===== config.mk =====
export PLATFORM = sky130hd
export DESIGN_NAME = tqvp_spike_decoder
export DESIGN_NICKNAME = d
export VERILOG_FILES = /design/src/rtl/spike_pkg.sv /design/src/rtl/spike_fifo.sv /design/src/rtl/tqvp_spike_decoder.sv
export SDC_FILE = /design/constraint.sdc
export NUM_CORES = 1
export LEC_CHECK = 0
export ABC_AREA = 1
export ABC_CLOCK_PERIOD_IN_PS = 4400
export CORE_ASPECT_RATIO = 1.1
export CORE_MARGIN = 2
export CORE_UTILIZATION = 40
export CTS_BUF_LIST = sky130_fd_sc_hd__clkbuf_8
export CTS_CLUSTER_DIAMETER = 30
export DETAILED_ROUTE_END_ITERATION = 8
export GPL_TIMING_DRIVEN = 0
export PLACE_DENSITY_LB_ADDON = 0.08
export SLEW_MARGIN = 20
export SYNTH_ARGS = -nofsm -noshare
export SYNTH_HDL_FRONTEND = slang
export SYNTH_SLANG_ARGS = --single-unit

===== constraint.sdc =====
create_clock -name clk -period 4.4 [get_ports clk]
set_clock_uncertainty 0.2 [all_clocks]
set_input_delay 0.88 -clock clk [delete_from_list [all_inputs] [get_ports clk]]
set_output_delay 0.88 -clock clk [all_outputs]
set_load 0.01 [all_outputs]

===== src/rtl/spike_pkg.sv =====
// Shared definitions for the spike decoder: register map, STATUS layout,
// FSM encoding and the saturating count helper.
package spike_pkg;

   localparam logic [3:0] ADDR_CTRL     = 4'd0;
   localparam logic [3:0] ADDR_WINDOW   = 4'd1;
   localparam logic [3:0] ADDR_PRESCALE = 4'd2;
   localparam logic [3:0] ADDR_STATUS   = 4'd3;
   localparam logic [3:0] ADDR_DATA     = 4'd4;
   localparam logic [3:0] ADDR_LIVE     = 4'd5;

   localparam int ST_EMPTY   = 0;
   localparam int ST_FULL    = 1;
   localparam int ST_OVF     = 2;
   localparam int ST_LVL_LSB = 3;

   localparam int CTRL_EN    = 0;
   localparam int CTRL_FLUSH = 1;

   localparam logic [7:0] WINDOW_RST = 8'd16;

   typedef enum logic [1:0] {
      S_IDLE  = 2'd0,
      S_ARM   = 2'd1,
      S_COUNT = 2'd2,
      S_EMIT  = 2'd3
   } state_e;

   function automatic logic [7:0] sat_inc(input logic [7:0] v, input logic inc);
      logic [7:0] r;
      if (inc && (v != 8'hFF)) begin
         r = v + 8'd1;
      end else begin
         r = v;
      end
      return r;
   endfunction

endpackage


===== src/rtl/spike_fifo.sv =====
// Small synchronous FIFO for decoded window values; a push and a pop in the
// same clock both take effect, even when full.
module spike_fifo #(
   parameter int DEPTH = 4
) (
   input  logic                     clk,
   input  logic                     rst_n,
   input  logic                     push_i,
   input  logic                     pop_i,
   input  logic                     flush_i,
   input  logic [7:0]               data_i,
   output logic [7:0]               head_o,
   output logic                     empty_o,
   output logic                     full_o,
   output logic [$clog2(DEPTH):0]   level_o,
   output logic                     overflow_o
);

   localparam int AW = $clog2(DEPTH);
   localparam logic [AW-1:0] PTR_ONE  = AW'(1);
   localparam logic [AW:0]   LVL_ONE  = (AW + 1)'(1);
   localparam logic [AW:0]   LVL_FULL = (AW + 1)'(DEPTH);

   logic [7:0]    mem_q [DEPTH];
   logic [AW-1:0] rd_q;
   logic [AW-1:0] wr_q;
   logic [AW:0]   lvl_q;
   logic          do_pop_s;
   logic          do_push_s;

   assign empty_o    = (lvl_q == {(AW + 1){1'b0}});
   assign full_o     = (lvl_q == LVL_FULL);
   assign level_o    = lvl_q;
   assign head_o     = mem_q[rd_q];
   assign do_pop_s   = pop_i & ~empty_o & ~flush_i;
   // A pop in the same clock frees the slot, so a full FIFO still accepts the push.
   assign do_push_s  = push_i & ~flush_i & (~full_o | do_pop_s);
   assign overflow_o = push_i & ~flush_i & full_o & ~do_pop_s;

   // Storage, pointers and occupancy.
   always_ff @(posedge clk or negedge rst_n) begin
      if (!rst_n) begin
         for (int i = 0; i < DEPTH; i++) begin
            mem_q[i] <= 8'd0;
         end
         rd_q  <= {AW{1'b0}};
         wr_q  <= {AW{1'b0}};
         lvl_q <= {(AW + 1){1'b0}};
      end else if (flush_i) begin
         rd_q  <= {AW{1'b0}};
         wr_q  <= {AW{1'b0}};
         lvl_q <= {(AW + 1){1'b0}};
      end else begin
         if (do_push_s) begin
            mem_q[wr_q] <= data_i;
            wr_q        <= wr_q + PTR_ONE;
         end
         if (do_pop_s) begin
            rd_q <= rd_q + PTR_ONE;
         end
         case ({do_push_s, do_pop_s})
            2'b10:   lvl_q <= lvl_q + LVL_ONE;
            2'b01:   lvl_q <= lvl_q - LVL_ONE;
            default: lvl_q <= lvl_q;
         endcase
      end
   end

endmodule


===== src/rtl/tqvp_spike_decoder.sv =====
// Spike-train receiver peripheral: counts synchronised rising edges over a
// window of prescaled ticks and queues one saturated 8-bit count per window.
module tqvp_spike_decoder
   import spike_pkg::*;
#(
   parameter int IN_BIT     = 3,
   parameter int FIFO_DEPTH = 4
) (
   input  logic       clk,
   input  logic       rst_n,
   input  logic [7:0] ui_in,
   output logic [7:0] uo_out,
   input  logic [3:0] address,
   input  logic       data_write,
   input  logic [7:0] data_in,
   output logic [7:0] data_out
);

   localparam int LW = $clog2(FIFO_DEPTH) + 1;

   logic       sync1_q, sync2_q, prev_q, edge_pulse_q;
   logic       en_q, ovf_q;
   logic [7:0] window_q, prescale_q;
   logic [7:0] count_q, tick_cnt_q, presc_q, last_q;
   state_e     state_q;

   logic          edge_s, tick_s, win_end_s, running_s;
   logic [7:0]    win_last_s, cnt_next_s;
   logic          wr_ctrl_s, flush_s, pop_s;
   logic [7:0]    fifo_head_s;
   logic          fifo_empty_s, fifo_full_s, fifo_ovf_s;
   logic [LW-1:0] fifo_level_s;
   logic [7:0]    status_s;
   logic          unused_pins_s;

   assign unused_pins_s = ^ui_in;

   assign edge_s     = sync2_q & ~prev_q;
   assign running_s  = (state_q == S_COUNT) || (state_q == S_EMIT);
   assign tick_s     = (state_q != S_IDLE) && (presc_q >= prescale_q);
   // WINDOW=0 behaves as a one-tick window; >= lets a shrunk window end at once.
   assign win_last_s = (window_q == 8'd0) ? 8'd0 : (window_q - 8'd1);
   assign cnt_next_s = sat_inc(count_q, edge_s);
   assign win_end_s  = en_q && running_s && tick_s && (tick_cnt_q >= win_last_s);

   assign wr_ctrl_s = data_write && (address == ADDR_CTRL);
   assign flush_s   = wr_ctrl_s && data_in[CTRL_FLUSH];
   assign pop_s     = data_write && (address == ADDR_DATA);

   spike_fifo #(
      .DEPTH (FIFO_DEPTH)
   ) u_fifo (
      .clk        (clk),
      .rst_n      (rst_n),
      .push_i     (win_end_s),
      .pop_i      (pop_s),
      .flush_i    (flush_s),
      .data_i     (cnt_next_s),
      .head_o     (fifo_head_s),
      .empty_o    (fifo_empty_s),
      .full_o     (fifo_full_s),
      .level_o    (fifo_level_s),
      .overflow_o (fifo_ovf_s)
   );

   // Pin synchroniser, rising-edge history and the one-clock edge pulse.
   always_ff @(posedge clk or negedge rst_n) begin
      if (!rst_n) begin
         sync1_q      <= 1'b0;
         sync2_q      <= 1'b0;
         prev_q       <= 1'b0;
         edge_pulse_q <= 1'b0;
      end else begin
         sync1_q      <= ui_in[IN_BIT];
         sync2_q      <= sync1_q;
         prev_q       <= sync2_q;
         edge_pulse_q <= edge_s;
      end
   end

   // Window FSM with prescaler, counters and last emitted value.
   always_ff @(posedge clk or negedge rst_n) begin
      if (!rst_n) begin
         state_q    <= S_IDLE;
         count_q    <= 8'd0;
         tick_cnt_q <= 8'd0;
         presc_q    <= 8'd0;
         last_q     <= 8'd0;
      end else if (!en_q) begin
         state_q    <= S_IDLE;
         count_q    <= 8'd0;
         tick_cnt_q <= 8'd0;
         presc_q    <= 8'd0;
      end else begin
         presc_q <= ((state_q == S_IDLE) || tick_s) ? 8'd0 : (presc_q + 8'd1);
         case (state_q)
            S_IDLE: state_q <= S_ARM;
            S_ARM: begin
               if (tick_s) begin
                  state_q    <= S_COUNT;
                  count_q    <= 8'd0;
                  tick_cnt_q <= 8'd0;
               end
            end
            // EMIT starts with zeroed counters, so an edge or tick in it opens the new window.
            S_COUNT, S_EMIT: begin
               if (win_end_s) begin
                  state_q    <= S_EMIT;
                  last_q     <= cnt_next_s;
                  count_q    <= 8'd0;
                  tick_cnt_q <= 8'd0;
               end else begin
                  state_q <= S_COUNT;
                  count_q <= cnt_next_s;
                  if (tick_s) begin
                     tick_cnt_q <= tick_cnt_q + 8'd1;
                  end
               end
            end
            default: state_q <= S_IDLE;
         endcase
      end
   end

   // Software-visible control registers and sticky overflow.
   always_ff @(posedge clk or negedge rst_n) begin
      if (!rst_n) begin
         en_q       <= 1'b0;
         window_q   <= WINDOW_RST;
         prescale_q <= 8'd0;
         ovf_q      <= 1'b0;
      end else begin
         if (wr_ctrl_s) begin
            en_q <= data_in[CTRL_EN];
         end
         if (data_write && (address == ADDR_WINDOW)) begin
            window_q <= data_in;
         end
         if (data_write && (address == ADDR_PRESCALE)) begin
            prescale_q <= data_in;
         end
         if (fifo_ovf_s) begin
            ovf_q <= 1'b1;
         end else if (data_write && (address == ADDR_STATUS) && data_in[ST_OVF]) begin
            ovf_q <= 1'b0;
         end
      end
   end

   assign status_s = {2'b00, 3'(fifo_level_s), ovf_q, fifo_full_s, fifo_empty_s};
   assign uo_out   = {last_q[7:2], ~fifo_empty_s, edge_pulse_q};

   // Register read mux.
   always_comb begin
      data_out = 8'd0;
      case (address)
         ADDR_CTRL:     data_out = {7'd0, en_q};
         ADDR_WINDOW:   data_out = window_q;
         ADDR_PRESCALE: data_out = prescale_q;
         ADDR_STATUS:   data_out = status_s;
         ADDR_DATA:     data_out = fifo_empty_s ? 8'd0 : fifo_head_s;
         ADDR_LIVE:     data_out = count_q;
         default:       data_out = 8'd0;
      endcase
   end

endmodule


* Word-level counts from Yosys, hierarchy flattened
Index checks and enable logic that the tools add are counted.
** Cells by class
- Add/sub/neg operators :: 8
- Magnitude comparators :: 5
- Equal/unequal tests :: 15
- Mux-type cells :: 32
- Bitwise operators :: 15
- Reductions and logical operators :: 29
** Operators with widths (count)
- $mux 8 :: 14
- $pmux 8 s6 :: 1
- $bwmux 32 :: 1
- $pmux 8 s2 :: 2
- $add 8x1->8 const B :: 3
- $bmux 8 s2 :: 1
- $demux 8 s2 :: 1
- $ge 8x8->1 :: 2
- $logic_and 1x1->1 :: 13
- $mux 2 :: 6
- $eq 4x2->1 const B :: 2
- $eq 4x3->1 const B :: 2
- $logic_not 8->1 :: 1
- $ne 8x8->1 const B :: 1
- $reduce_bool 2->1 :: 4
- $sub 8x1->8 const B :: 1
- $and 1x1->1 :: 7
- $eq 2x2->1 const B :: 3
- $ge 3x3->1 const B :: 2
- $not 2->3 :: 2
- $pmux 2 s3 :: 1
- $pmux 3 s2 :: 1
- $reduce_and 3->1 :: 2
- $not 1->1 :: 5
- 20 further kinds :: 26
** Word-level totals
- Register bits :: 95
- Input bits :: 23
- Output and inout port bits :: 16
- Word-level logic and storage cells :: 124

* Depth between registers and ports, before layout
- Depth after elaboration :: 10
- Depth in mapped cells :: 24

* By module
A second synthesis with hierarchy kept.
** Unflattened totals
- Cell total of the unflattened synthesis :: 710
- Area, all modules :: 5572.8 um^2
** By module, submodules not included
- tqvp_spike_decoder :: instances 1, cells an instance 461, area each 3573.4 um^2, sequential area each 1352.5 um^2
- spike_fifo :: instances 1, cells an instance 249, area each 1999.4 um^2, sequential area each 975.9 um^2

* Worst setup path before layout
No wires, ideal clock.
- Kind :: register to register
- Start :: reg window_q[0]
- End :: reg u_fifo.lvl_q[2] (netlist: u_fifo.level_o[2])
- Setup time :: 0.117 ns
- Arrival :: 3.030 ns
- Required time :: 4.083 ns
- Setup slack :: 1.053 ns
- Cell stages (with the launch flop) :: 22
- Path buffers :: 1
- Clock period less this slack :: 3.347 ns
- Path through :: dfrtp_1 > inv_1 > ha_1 > nand2_1 > nor3_1 > a21boi_0 > ha_1 > nand2_1 > nor2_1 > nand4_1 > nand3_1 > nand3_1 > buf_2 > nand2_1 > inv_1 > fa_1 > xor2_1 > nand3_1 > nand2_1 > nor2_1 > nand2_1 > nand2_1
** Between the ends
- Longest elaborated chain between the ends :: 9
- Elaborated cells on any way between the ends :: 12
- Classes of those cells :: add/sub: 1; order compare: 1; eq/ne: 2; mux: 3; bitwise: 2; reduce/logical: 3
** RTL lines
- from (decl) :: RTL line tqvp_spike_decoder.sv:23 : logic [7:0] window_q, prescale_q;
- from (signal assigned) :: RTL line tqvp_spike_decoder.sv:137 : window_q <= data_in;
- $sub 8x1->8 or $logic_not 8->1 (tied branches) :: RTL line tqvp_spike_decoder.sv:42 : assign win_last_s = (window_q == 8'd0) ? 8'd0 : (window_q - 8'd1);
- $mux 8 (*) :: RTL line tqvp_spike_decoder.sv:42
- $ge 8x8->1 (*) :: RTL line tqvp_spike_decoder.sv:44 : assign win_end_s = en_q && running_s && tick_s && (tick_cnt_q >= win_last_s);
- $logic_and 1x1->1 (*) :: RTL line tqvp_spike_decoder.sv:44
- $and 1x1->1 (*) (2 in a row) :: RTL line spike_fifo.sv:37 : assign do_push_s = push_i & ~flush_i & (~full_o | do_pop_s);
- $eq 2x1->1 or $eq 2x2->1 (tied branches) :: RTL line spike_fifo.sv:61 : case ({do_push_s, do_pop_s})
- $pmux 3 s2 :: RTL line spike_fifo.sv:61
- $mux 3 :: RTL line spike_fifo.sv:49 : end else if (flush_i) begin
- to (signal assigned) :: RTL line spike_fifo.sv:48 : lvl_q <= {(AW + 1){1'b0}};
- to (signal assigned) :: RTL line spike_fifo.sv:62 : 2'b10: lvl_q <= lvl_q + LVL_ONE;
- to (signal assigned) :: RTL line spike_fifo.sv:63 : 2'b01: lvl_q <= lvl_q - LVL_ONE;
- to (decl) :: RTL line spike_fifo.sv:27 : logic [AW:0] lvl_q;
Every way passes the cells marked *; elsewhere a longest branch is shown, timed or not.
A chain may end at the register's enable or synchronous reset.

* Worst setup path in the final report
- Start :: in address[3]
- End :: out data_out[5]
** Between the ends
- Longest elaborated chain between the ends :: 2
- Elaborated cells on any way between the ends :: 7
- Classes of those cells :: eq/ne: 5; mux: 1; reduce/logical: 1
** RTL lines
- from (decl) :: RTL line tqvp_spike_decoder.sv:13 : input logic [3:0] address,
- $eq 4x3->1, or another cell as far along :: RTL line tqvp_spike_decoder.sv:156 : case (address)
- $pmux 8 s6 (*) :: RTL line tqvp_spike_decoder.sv:156
- to (decl) :: RTL line tqvp_spike_decoder.sv:16 : output logic [7:0] data_out
Marked as above.

==> flow_metrics.tcl <==
set metrics [dict create \
    diodes 0 \
    synth_cells 622 \
    fin_ws_ns 0.175 \
    synth.largest_area_cell "dfrtp_1" \
    synthFlopType "dfrtp_1" \
    critPathArrivalTime_ns 3.14 \
    path_max_fanout 6 \
    cts_hold_buf 0 \
    ant_nets 0 \
    fin_nets 713 \
    grt_pass1_wl_um 20400 \
    syn_nets 670 \
    max_freq_ghz 0.237 \
    synth_area_per_cell_um2 8.08 \
    ys_warn_count 0 \
    cpPeakStageDelay_ns 0.57 \
    gp_congestion 0.851 \
    clock_path_buffers 2 \
    die_h_um 122 \
    stdcell_area_um2 5790 \
    power.density_nw_per_um2 402 \
    final_core_util 0.477 \
    p_leak_nw 2.78 \
    synth_area_um2 5030 \
    rows 42 \
    end_kind "primary output" \
    synth-edff-count 0 \
    cp_num_buf_inv 4 \
    vias 4179 \
    io_buffer_count 31 \
    required_ns 3.32 \
    ys_types 39 \
    antenna_found_initial 0 \
    gr-total-overflow 0 \
    status "complete, no violations" \
    period_minus_slack_ns 4.22 \
    clock_sinks 93 \
    start_kind "input pin" \
    dp_hpwl_um 9460 \
    drc 0 \
    tns_ns 0 \
    ios 39 \
    drt-wirelength-per-cell_um 14.9 \
    clock_latency_ns 0.38 \
    path_clk_slew_ns 0.09 \
    period_share 0.960 \
    ys_ff_latch 93 \
    grt_pass1_vias 4039 \
    area_growth_pct 15.1 \
    routed_wl_um 12300 \
    yosys-top-cells-count "140 x nand2_1, 93 x inv_1, 92 x dfrtp_1, 76 x o21ai_0, 49 x nor2_1" \
    irDropWorstVdd_v 0.000240 \
    ys_seq_area_frac 0.463 \
    cts_tree "built" \
    drive_above_1_share 0.0612 \
    start_util 0.414 \
    firstDrtPassIters 5 \
    synthArstFlopShare 1.00 \
    crit_chain "clkdlybuf4s50_1 -> nor2_1 -> inv_1 -> nor3_4 -> inv_1 -> o22ai_1 -> a221oi_1 -> o21ai_0 -> clkdlybuf4s50_1" \
    setup_viol 0 \
    cts_root_buffer "clkbuf_8" \
    grt_max_degree 50 \
    slew_viol_final 0 \
    synth.most_common_cell "nand2_1" \
    synth_top_area_share 0.458 \
    grt_use_total 0.194 \
    synth.area.top_cells "dfrtp_1 46%, nand2_1 10%, o21ai_0 7.6%" \
    path_delay_family "buffers and inverters" \
    die_area_um2 13500 \
    cts_buffers 9 \
    drt_iter0_markers 256 \
    slew_headroom 0.457 \
    path_class "input pin to primary output" \
    chipWidth_um 111 \
    htreeDepth 3 \
    hp-class "register to register" \
    cp_slowest_cell "clkdlybuf4s50_1" \
    tightest_slew_ns 0.806 \
    place_area_um2 5560 \
    finalPower_mw 2.33 \
    max-cap-violations 0 \
    viasPerCell 5.07 \
    dp_slack_ns -0.0549 \
    grt_setup_unrepaired "no" \
    core_um2 12100 \
    hold_viol_final 0 \
]
## flip-flops by register name, summed over array words and instances, names as in the netlist
signal,flops
last_q,6
u_fifo.mem_q,32
count_q,8
prescale_q,8
state_q,2
sync1_q,1
u_fifo.level_o,3
sync2_q,1
edge_pulse_q,1
u_fifo.rd_q,2
prev_q,1
en_q,1
tick_cnt_q,8
ovf_q,1
window_q,8
u_fifo.wr_q,2
presc_q,8
## logic make-up after synthesis
group / synth area share
simple gates: 0.200
fa+ha+maj: 0.0637
xor+xnor: 0.0331
flops: 0.463
mux: 0.00199
buf+inv: 0.0883
compound gates: 0.150
## metal layers
layer / GRT usage / wire length, um
met5: 0 / 0
met4: 0.0844 / 230
met3: 0.0274 / 408
met2: 0.296 / 5470
met1: 0.277 / 6190
## worst paths after layout
path	startpoint	endpoint	slack [ns]	cells after the start
max	address[3]	data_out[5]	0.18	9
min	sync1_q	sync2_q	0.16	0
max reg2reg	window_q[0]	u_fifo.level_o[2]	0.61	21
min reg2reg	sync1_q	sync2_q	0.16	0
max in group asynchronous	rst_n	presc_q[5]	3.19	2
min in group asynchronous	rst_n	u_fifo.mem_q[24]	0.21	1
## power by group
group	internal [mW]	leakage, nW	switching (mW)
Combinational	0.243	1.42	0.461
Clock	0.295	0.112	0.313
Sequential	0.938	1.25	0.0774
## placed cells by master (no fill, tap or decap), types with 15 or more instances in the layout
master,n
clkdlybuf4s50_1,30
nand2_1,140
inv_1,94
o22ai_1,18
dfrtp_1,92
ha_1,24
o21ai_0,76
xor2_1,18
a21oi_1,15
nand3_1,20
nor2_1,49
## metrics by stage
step                std cells  hold slack [ns]
CTS                       824            0.169
floorplan                 622            0.131
global placement          807            0.137
finish                    824            0.164
global route              824            0.192
detailed placement        808            0.138
## timing repair
action / 4_1_cts / 5_1_grt
resized for setup: 1 / 3
buffers inserted: 0 / 0
hold endpoints to repair: 0 / 0
setup endpoints to repair: 1 / 2
## final cells by class
type | count | area [um^2]
multi-input cells | 420 | 2280
well taps | 154 | 193
repair buffers | 32 | 339
fillers | 1196 | 6350
clock buffers | 11 | 151
clock inverters | 5 | 56.3
inverters | 94 | 353
plain buffers | 15 | 91.3
flip-flops and latches | 93 | 2330
(Power assumes the default switching activity.)
